===== config.mk =====
export PLATFORM = sky130hd
export DESIGN_NAME = dot_scan_ctrl
export DESIGN_NICKNAME = d
export VERILOG_FILES = /design/src/rtl/dot_pkg.sv /design/src/rtl/dot_fb.sv /design/src/rtl/dot_scan_ctrl.sv
export SDC_FILE = /design/constraint.sdc
export NUM_CORES = 1
export LEC_CHECK = 0
export ABC_AREA = 1
export CORE_MARGIN = 2
export CORE_UTILIZATION = 43
export DETAILED_ROUTE_END_ITERATION = 12
export PLACE_DENSITY = 0.6
export REMOVE_ABC_BUFFERS = 1
export SYNTH_ARGS = -nofsm -noshare
export SYNTH_HDL_FRONTEND = slang
export SYNTH_SLANG_ARGS = --single-unit

===== constraint.sdc =====
create_clock -name clock -period 2.3 [get_ports clock]
set_clock_uncertainty 0.05 [all_clocks]
set_input_delay 0.46 -clock clock [delete_from_list [all_inputs] [get_ports clock]]
set_output_delay 0.46 -clock clock [all_outputs]
set_load 0.005 [all_outputs]

===== src/rtl/dot_pkg.sv =====
// Shared types and constants for the LED dot-matrix scan controller.
// Latency: n/a (declarations only).
// Backpressure: n/a.
package dot_pkg;

  localparam int DOT_ROWS = 8;
  localparam int DOT_COLS = 16;

  // Pixel write operations; OP_NOP is still a handshake, it just changes nothing.
  typedef enum logic [1:0] {
    OP_SET = 2'b00,
    OP_CLR = 2'b01,
    OP_TGL = 2'b10,
    OP_NOP = 2'b11
  } wr_op_e;

  // Each row slot starts blanked (anti-ghosting), then drives the row.
  typedef enum logic {
    BLANK = 1'b0,
    DRIVE = 1'b1
  } scan_state_e;

  // Active-low strobe: row r pulls bit 7-r low, all other rows stay off.
  function automatic logic [7:0] row_strobe(input logic [2:0] row);
    row_strobe = ~(8'h80 >> row);
  endfunction

endpackage


===== src/rtl/dot_fb.sv =====
// 8x16 pixel store with one set/clear/toggle write port and a row-per-cycle wipe engine.
// Latency: an accepted write or wipe step lands at that edge; the row read port is combinational.
// Backpressure: wr_ready_o is low while a wipe runs and in the cycle a wipe is requested.
module dot_fb
  import dot_pkg::*;
(
  input  logic                clk_i,
  input  logic                rst_ni,
  input  logic                wr_valid_i,
  output logic                wr_ready_o,
  input  logic [2:0]          wr_row_i,
  input  logic [3:0]          wr_col_i,
  input  logic [1:0]          wr_op_i,
  input  logic                clr_all_i,
  output logic                clr_busy_o,
  input  logic [2:0]          rd_row_i,
  output logic [DOT_COLS-1:0] rd_dat_o
);

  logic [DOT_COLS-1:0] fb_q [DOT_ROWS];
  logic                busy_q, busy_d;
  logic [2:0]          wipe_row_q, wipe_row_d;
  logic                fb_we;
  logic [2:0]          fb_idx;
  logic [DOT_COLS-1:0] fb_wdat;
  logic [DOT_COLS-1:0] wr_mask;

  // A clear request takes priority over a simultaneous write, so the write is refused.
  assign wr_ready_o = !busy_q && !clr_all_i;
  assign clr_busy_o = busy_q;
  assign rd_dat_o   = fb_q[rd_row_i];
  assign wr_mask    = DOT_COLS'(1) << wr_col_i;

  // Pick the single row update for this cycle: wipe step, wipe start, or pixel write.
  always_comb begin
    busy_d     = busy_q;
    wipe_row_d = wipe_row_q;
    fb_we      = 1'b0;
    fb_idx     = wr_row_i;
    fb_wdat    = fb_q[wr_row_i];
    if (busy_q) begin
      fb_we      = 1'b1;
      fb_idx     = wipe_row_q;
      fb_wdat    = '0;
      wipe_row_d = wipe_row_q + 3'd1;
      if (wipe_row_q == 3'd7) busy_d = 1'b0;
    end else if (clr_all_i) begin
      busy_d     = 1'b1;
      wipe_row_d = 3'd0;
    end else if (wr_valid_i) begin
      fb_we = 1'b1;
      case (wr_op_i)
        OP_SET:  fb_wdat = fb_q[wr_row_i] | wr_mask;
        OP_CLR:  fb_wdat = fb_q[wr_row_i] & ~wr_mask;
        OP_TGL:  fb_wdat = fb_q[wr_row_i] ^ wr_mask;
        default: fb_we   = 1'b0;
      endcase
    end
  end

  // Pixel array and wipe sequencer state.
  always_ff @(posedge clk_i or negedge rst_ni) begin
    if (!rst_ni) begin
      for (int r = 0; r < DOT_ROWS; r++) fb_q[r] <= '0;
      busy_q     <= 1'b0;
      wipe_row_q <= 3'd0;
    end else begin
      if (fb_we) fb_q[fb_idx] <= fb_wdat;
      busy_q     <= busy_d;
      wipe_row_q <= wipe_row_d;
    end
  end

endmodule


===== src/rtl/dot_scan_ctrl.sv =====
// Row-scan scheduler for the 16x8 LED matrix: blank/drive per row slot, registered pin outputs.
// Latency: dotR/dotC registered; a write to the driven row shows on dotC one edge after acceptance.
// Backpressure: wr_ready low during clr_all and the 8-cycle wipe. Optional CURSOR_BLINK_EN adds a blinking cursor.
module dot_scan_ctrl
  import dot_pkg::*;
#(
  parameter int unsigned SCAN_DIV  = 2500,
  parameter int unsigned BLANK_CYC = 16,
  parameter int unsigned BLINK_DIV = 12500000
) (
  input  logic                clock,
  input  logic                reset,
  input  logic                wr_valid,
  output logic                wr_ready,
  input  logic [2:0]          wr_row,
  input  logic [3:0]          wr_col,
  input  logic [1:0]          wr_op,
  input  logic                clr_all,
  output logic                clr_busy,
  input  logic [2:0]          cursor_row,
  input  logic [3:0]          cursor_col,
  output logic                frame_start,
  output logic [7:0]          dotR,
  output logic [DOT_COLS-1:0] dotC
);

  localparam int CNT_W = $clog2(SCAN_DIV);
  localparam logic [CNT_W-1:0] CNT_MAX   = CNT_W'(SCAN_DIV - 1);
  localparam logic [CNT_W-1:0] BLANK_END = CNT_W'(BLANK_CYC);

  logic [CNT_W-1:0]    cnt_q, cnt_d;
  logic [2:0]          row_q, row_d;
  scan_state_e         state_q, state_d;
  logic [7:0]          dotR_q, dotR_d;
  logic [DOT_COLS-1:0] dotC_q, dotC_d;
  logic                frame_start_q, frame_start_d;
  logic [DOT_COLS-1:0] rd_dat;
  logic [DOT_COLS-1:0] overlay;

  dot_fb u_fb (
    .clk_i      (clock),
    .rst_ni     (reset),
    .wr_valid_i (wr_valid),
    .wr_ready_o (wr_ready),
    .wr_row_i   (wr_row),
    .wr_col_i   (wr_col),
    .wr_op_i    (wr_op),
    .clr_all_i  (clr_all),
    .clr_busy_o (clr_busy),
    .rd_row_i   (row_d),
    .rd_dat_o   (rd_dat)
  );

`ifdef CURSOR_BLINK_EN
  localparam int BLK_W = (BLINK_DIV > 1) ? $clog2(BLINK_DIV) : 1;
  localparam logic [BLK_W-1:0] BLK_MAX = BLK_W'(BLINK_DIV - 1);

  logic [BLK_W-1:0] blink_cnt_q, blink_cnt_d;
  logic             phase_q, phase_d;

  // Free-running half-period counter; the phase flips each time it wraps.
  always_comb begin
    blink_cnt_d = blink_cnt_q + BLK_W'(1);
    phase_d     = phase_q;
    if (blink_cnt_q == BLK_MAX) begin
      blink_cnt_d = '0;
      phase_d     = !phase_q;
    end
  end

  // Blink phase register.
  always_ff @(posedge clock or negedge reset) begin
    if (!reset) begin
      blink_cnt_q <= '0;
      phase_q     <= 1'b0;
    end else begin
      blink_cnt_q <= blink_cnt_d;
      phase_q     <= phase_d;
    end
  end

  assign overlay = (phase_q && (row_d == cursor_row)) ? (DOT_COLS'(1) << cursor_col) : '0;
`else
  logic unused_cursor;
  assign unused_cursor = ^{cursor_row, cursor_col, BLINK_DIV[0]};
  assign overlay       = '0;
`endif

  // Advance the slot counter and row, derive the blank/drive state and next pin values.
  always_comb begin
    cnt_d         = cnt_q + CNT_W'(1);
    row_d         = row_q;
    if (cnt_q == CNT_MAX) begin
      cnt_d = '0;
      row_d = row_q + 3'd1;
    end
    state_d       = (cnt_d < BLANK_END) ? BLANK : DRIVE;
    dotR_d        = 8'hFF;
    dotC_d        = '0;
    frame_start_d = 1'b0;
    if (state_d == DRIVE) begin
      dotR_d        = row_strobe(row_d);
      dotC_d        = rd_dat ^ overlay;
      frame_start_d = (state_q == BLANK) && (row_d == 3'd0);
    end
  end

  // Scan state and registered pin drivers.
  always_ff @(posedge clock or negedge reset) begin
    if (!reset) begin
      cnt_q         <= '0;
      row_q         <= 3'd0;
      state_q       <= BLANK;
      dotR_q        <= 8'hFF;
      dotC_q        <= '0;
      frame_start_q <= 1'b0;
    end else begin
      cnt_q         <= cnt_d;
      row_q         <= row_d;
      state_q       <= state_d;
      dotR_q        <= dotR_d;
      dotC_q        <= dotC_d;
      frame_start_q <= frame_start_d;
    end
  end

  assign dotR        = dotR_q;
  assign dotC        = dotC_q;
  assign frame_start = frame_start_q;

endmodule

==> flow_summary.json, run 1 <==
{
  "ys_seq_elements": 173,
  "hold_path_class": "in -> async",
  "p_seq_share_pct": 37.1,
  "cts_sinks": 173,
  "required_ps": 2570,
  "finalCritPeriodShare_pct": 94.1,
  "cp.arrival_ps": 2430,
  "root_buffer": "clkbuf_16",
  "worstRegToRegCells": 12,
  "fp.dieH_um": 161,
  "yosysUniqueCellTypes": 30,
  "grt_max_degree": 68,
  "path_max_fanout": 8,
  "dpl.cell_count": 1862,
  "grt_usage_pct": 25.4,
  "comb_power_share_pct": 40.5,
  "synth.avg_cell_area_sq_um": 6.92,
  "antenna_found_initial": 0,
  "core-area_sq_mm": 0.0242,
  "firstDrtPassIters": 8,
  "setup_violations": 0,
  "p_sw_mw": 5.31,
  "synth-edff-count": 0,
  "seq_area_sq_mm": 0.00434,
  "pwr-share-clk_pct": 22.4,
  "finalMaxSlewViolations": 0,
  "place_hpwl_um": 19300,
  "cpMaxStageDelayCell": "clkdlybuf4s50_1",
  "ios": 47,
  "ant_nets": 0,
  "r2r_slack_ps": 200,
  "final_nets": 1620,
  "num_vias": 10100,
  "fill_cells": 2395,
  "final_cells": 1901,
  "insertion_delay_ps": 440,
  "grt_pass1_vias": 9554,
  "crit_path_start_kind": "primary input",
  "power.density_mw_per_mm2": 1060,
  "wirelength_um": 32700,
  "cp_slowest_stage_delay_ps": 570,
  "initial_core_util_pct": 43.8,
  "drive_gt1_share_pct": 9.77,
  "grt_pass1_wl_um": 51800,
  "p_int_mw": 8.12,
  "wl_per_cell_um": 17.2,
  "setup_tns_ps": 0,
  "clkTransAtPathRegs_ps": 70,
  "die_w_um": 161,
  "final_common_cell": "nand2_1",
  "path_cells": "clkdlybuf4s50_1 > buf_4 > nand4_1 > ha_1 > inv_1 > o22ai_1 > a211oi_1 > nor2_1 > nand2_1 > o21ai_0",
  "synthFlopType": "dfrtp_1",
  "rr_startpoint": "cnt_q[0]",
  "cts_buffer_depth": 2,
  "crit_type": "in -> reg",
  "power.leakage_nw": 6.13,
  "place_congestion": 0.834,
  "relSlewSlack_pct": 70.2,
  "numPortBuffers": 39,
  "cts_tree": "done",
  "syn_to_final_growth_pct": 19.5,
  "netSwitchingFraction_pct": 39.6,
  "timing.final.crit_period_ps": 2160,
  "status": "finished, final reports clean",
  "numCtsBuffers": 17,
  "vias_per_cell": 5.31,
  "crit_path_end_kind": "flip-flop",
  "dr.first_iter.drc_count": 915,
  "overflow": 0,
  "ys_seq_area_share_pct": 40.9,
  "synth.yosys.warnings": 0,
  "die_area_sq_mm": 0.0260,
  "multi_input_area_sq_mm": 0.00513,
  "floorplan.rows": 57,
  "final_core_util_pct": 52.3,
  "hold_viol": 0,
  "max_cap_violations": 0,
  "tightestPinTransition_ps": 445,
  "drc": 0,
  "syn_inst": 1535,
  "final_cell_mix": "nand2_1 (450), inv_1 (206), dfrtp_1 (164), o21ai_0 (158), nand3_1 (119)",
  "syn_area_sq_mm": 0.0106,
  "cts.htree.levels": 4,
  "r2r-end": "dotC[10]",
  "max_freq_mhz": 462,
  "async_flop_share_pct": 100,
  "antennaDiodeCount": 0,
  "ir_worst_vdd_v": 0.000750
}
-- worst max-delay path, delay by kind of cell --
kind	cells	cell delay [ps]
adder cells (fa/ha/maj)	1	280
buffers and inverters	3	810
AND/OR/NAND/NOR	3	500
AO/OA/AOI/OAI	3	370
-- worst max-delay path by stage --
stage                        from              to  cells past startpoint  slack [ps]
floorplan                cnt_q[0]         dotC[0]                     10        -590
global placement        wr_row[1]  u_fb.fb_q[115]                     16        -620
detailed placement      wr_row[1]  u_fb.fb_q[115]                     16        -690
CTS                     wr_row[1]  u_fb.fb_q[124]                     16          20
global route        u_fb.fb_q[30]  u_fb.fb_q[126]                     15          -4
finish                  wr_col[3]  u_fb.fb_q[106]                     10         140
-- state kept, by name, summed over array words and instances, names as in the netlist --
register         cells
u_fb.clr_busy_o      1
u_fb.wipe_row_q      3
cnt_q               12
dotR                 8
state_q              1
u_fb.fb_q          128
dotC                16
row_q                3
frame_start          1
-- what timing repair did --
action                                  4_1_cts  5_1_grt
hold buffers                                  1        0
gates resized for setup                      16       58
pin swaps                                     1       12
hold endpoints to repair                     21        0
gates cloned                                  1        4
buffers inserted                              0        1
endpoints found under the setup margin      128      141
-- Yosys cell counts, types with 2 or more instances --
| cell type | instances | area [sq um] |
|---|---|---|
| nand2_1 | 465 | 1750 |
| inv_1 | 213 | 800 |
| o21ai_0 | 184 | 921 |
| dfrtp_1 | 165 | 4130 |
| nand3_1 | 121 | 606 |
| a21oi_1 | 85 | 425 |
| nor2_1 | 60 | 225 |
| clkbuf_1 | 48 | 180 |
| ha_1 | 36 | 450 |
| buf_2 | 31 | 155 |
| o21ai_1 | 19 | 95.1 |
| nand4_1 | 17 | 106 |
| a211oi_1 | 16 | 120 |
| o21a_1 | 16 | 120 |
| o22ai_1 | 13 | 81.3 |
| buf_4 | 10 | 75.1 |
| dfstp_2 | 8 | 210 |
| buf_1 | 7 | 26.3 |
| inv_2 | 3 | 11.3 |
| nand2_2 | 3 | 18.8 |
| nor2_2 | 3 | 18.8 |
| clkinv_1 | 2 | 7.51 |
| or2_2 | 2 | 12.5 |
| xor2_1 | 2 | 17.5 |
-- routing by layer --
metal  global-route usage [%]  share of wire, %
met4                     7.39               1.8
met1                     34.4                45
met2                     42.5                47
met5                        0                 0
met3                     3.85               6.6
-- power by group through the flow --
stage | sequential (mW) | combinational, mW | clock (mW)
floorplan | 4.86 | 3.22 | 0
global placement | 4.98 | 5.19 | 0
detailed placement | 5.01 | 5.28 | 0
CTS | 4.95 | 5.36 | 3.05
global route | 5.13 | 6.23 | 3.19
finish | 4.99 | 5.45 | 3.00
-- per-stage QoR --
| step | setup slack (ps) | hold WS [ps] | total power, mW | cell area [sq um] |
|---|---|---|---|---|
| floorplan | -592 | 114 | 8.08 | 10200 |
| global placement | -622 | 317 | 10.2 | 11800 |
| detailed placement | -690 | 315 | 10.3 | 11800 |
| CTS | 21.5 | 420 | 13.4 | 12500 |
| global route | -3.87 | 440 | 14.6 | 12700 |
| finish | 136 | 416 | 13.4 | 12700 |
-- cell type report --
class / count / area share, %
Timing Repair Buffer: 106 / 11.0
Tap cell: 324 / 3.20
Inverter: 218 / 6.51
Clock buffer: 23 / 3.61
Multi-Input combinational cell: 1048 / 40.4
Clock inverter: 9 / 1.08
Sequential cell: 173 / 34.2
-- kinds of logic after synthesis --
logic type      count (synthesis)  share of synthesized area, %
fa+ha+maj                      36                          4.24
flops                         173                          40.9
simple gates                  674                          26.0
xor+xnor                        3                         0.248
buf+inv                       314                          11.8
compound gates                335                          16.8
(Power assumes the default switching activity.)
==> run 2: changes to the inputs <==
--- a/config.mk
+++ b/config.mk
@@ -9,6 +9,7 @@
 export CORE_MARGIN = 2
 export CORE_UTILIZATION = 43
 export DETAILED_ROUTE_END_ITERATION = 12
+export HOLD_SLACK_MARGIN = 0.05
 export PLACE_DENSITY = 0.6
 export REMOVE_ABC_BUFFERS = 1
 export SYNTH_ARGS = -nofsm -noshare
==> results of run 2 <==
Final layout, timing and power as in run 1 (identical DEF).
==> run 3: changes to the inputs <==
==> constraint.sdc (replaced) <==
create_clock -name clock -period 2.6 [get_ports clock]
set_clock_uncertainty 0.05 [all_clocks]
set_input_delay 0.52 -clock clock [delete_from_list [all_inputs] [get_ports clock]]
set_output_delay 0.52 -clock clock [all_outputs]
set_load 0.005 [all_outputs]
==> flow_summary.json, run 3 (synthesized netlist as in run 1, its figures left out) <==
{
  "final_nets": 1614,
  "finalCritPeriodShare_pct": 87.5,
  "numCtsBuffers": 17,
  "path_buf_inv": 1,
  "place_hpwl_um": 18400,
  "antenna_found_initial": 0,
  "path_cells": "ha_1 > nand3_1 > nor2_1 > nand2_1 > o21ai_1 > nand2_1 > nor2_1 > nand2_2 > buf_12 > nand2_1 > nor2_1",
  "relSlewSlack_pct": 59.3,
  "overflow": 0,
  "cts_sinks": 173,
  "cts_setup_buffers": 0,
  "grt_pass1_wl_um": 50200,
  "setup_violations": 0,
  "fill_cells": 2458,
  "insertion_delay_ps": 430,
  "tightestPinTransition_ps": 609,
  "seq_area_sq_mm": 0.00434,
  "crit_path_start_kind": "flip-flop",
  "timing.final.crit_period_ps": 2280,
  "initial_core_util_pct": 43.8,
  "drc": 0,
  "ir_worst_vdd_v": 0.00110,
  "max_cap_violations": 0,
  "required_ps": 2860,
  "crit_path_end_kind": "flip-flop",
  "max_freq_mhz": 439,
  "vias_per_cell": 5.22,
  "core-area_sq_mm": 0.0242,
  "place_congestion": 0.850,
  "ios": 47,
  "wirelength_um": 30600,
  "rsz0062_at_grt": "false",
  "grt_pass1_vias": 9599,
  "grt_max_degree": 62,
  "setup_tns_ps": 0,
  "firstDrtPassIters": 6,
  "cts_buffer_depth": 2,
  "largest_register_ffs": 128,
  "hold_ws_ps": 417,
  "final_common_cell": "nand2_1",
  "clkTransAtPathRegs_ps": 60,
  "wl_per_cell_um": 16.2,
  "cpMaxStageDelayCell": "dfrtp_1",
  "power.density_mw_per_mm2": 955,
  "crit_type": "reg -> reg",
  "ant_nets": 0,
  "antennaDiodeCount": 0,
  "die_w_um": 161,
  "root_buffer": "clkbuf_16",
  "syn_to_final_growth_pct": 17.4,
  "finalMaxSlewViolations": 0,
  "drive_gt1_share_pct": 8.09,
  "preCtsSetupSlack_ps": -413,
  "hold_path_class": "reg -> reg",
  "top_register": "u_fb.fb_q",
  "multi_input_area_sq_mm": 0.00507,
  "floorplan.rows": 57,
  "cts.htree.levels": 4,
  "cp_slowest_stage_delay_ps": 370,
  "crit_family": "simple AND/OR/NAND/NOR gates",
  "power_mw": 11.9,
  "hold_viol": 0,
  "dr.first_iter.drc_count": 744,
  "final_cell_mix": "nand2_1 (455), inv_1 (211), o21ai_0 (167), dfrtp_1 (165), nand3_1 (119)",
  "numPortBuffers": 39,
  "path_max_fanout": 25,
  "power.leakage_nw": 6.06,
  "status": "finished, final reports clean",
  "final_core_util_pct": 51.4,
  "cts_tree": "done",
  "grt_usage_pct": 24.2,
  "die_area_sq_mm": 0.0260,
  "num_vias": 9879,
  "fp.dieH_um": 161,
  "cp.arrival_ps": 2540,
  "final.setup.worst_slack_ps": 324
}
[run 3: cell types whose count changed in the layout (fill, tap and decap cells not counted), sizes merged]
cell           change
buf                -3
bufinv             +1
inv                +1
dlymetal6s2s       -1
clkbuf             -4
clkinv             +1
clkdlybuf4s50      +2
clkinvlp           -4
[run 3: what timing repair did]
item	in CTS	in global routing
hold buffers	1	0
hold endpoints to repair	47	0
setup endpoints to repair	0	128
gates resized for setup	0	31
[run 3: worst register-to-register path, stage by stage (launching register included)]
cell     delay (ps)
dfrtp_1         370
ha_1            260
nand3_1         130
nor2_1          240
nand2_1         120
o21ai_1         200
nand2_1          80
nor2_1          260
nand2_2         110
buf_12          190
nand2_1         100
nor2_1           50
[run 3: path summary, 6_finish.rpt]
| kind | from | end | slack [ps] | cells after the start |
|---|---|---|---|---|
| setup / recovery | cnt_q[0] | dotC[0] | 320 | 11 |
| hold / removal | cnt_q[0] | cnt_q[0] | 420 | 1 |
| setup reg to reg | cnt_q[0] | dotC[0] | 320 | 11 |
| hold reg to reg | cnt_q[0] | cnt_q[0] | 420 | 1 |
| max in group asynchronous | reset | u_fb.fb_q[103] | 1190 | 3 |
| min in group asynchronous | reset | cnt_q[8] | 570 | 2 |
[run 3: final cells by class]
class	count	share of cell area, %
multi-input cells	1048	40.7
clock buffers	23	3.83
flip-flops and latches	173	34.8
clock inverters	8	1.24
well taps	324	3.25
inverters	218	6.58
repair buffers	100	9.63
[run 3: per-layer routing]
| layer | track usage, % | routed length (um) | vias up |
|---|---|---|---|
| met2 | 39.9 | 14200 | 303 |
| li1 | - | - | 4915 |
| met1 | 32.8 | 13800 | 4615 |
| met5 | 0 | 0 | - |
| met3 | 4.75 | 2090 | 46 |
| met4 | 6.33 | 587 | 0 |
[run 3: report_power, final]
| group | internal (mW) | total [mW] | switching (mW) |
|---|---|---|---|
| Clock | 1.69 | 2.79 | 1.10 |
| Combinational | 1.87 | 4.73 | 2.87 |
| Sequential | 3.75 | 4.39 | 0.640 |
| Total | 7.31 | 11.9 | 4.60 |
[run 3: stage by stage]
| step | instances | instance area (sq um) |
|---|---|---|
| after floorplan | 1439 | 10200 |
| after CTS | 1892 | 12400 |
| after global routing | 1894 | 12500 |
| after global placement | 1860 | 11700 |
| final | 1894 | 12500 |
| after detailed placement | 1860 | 11700 |
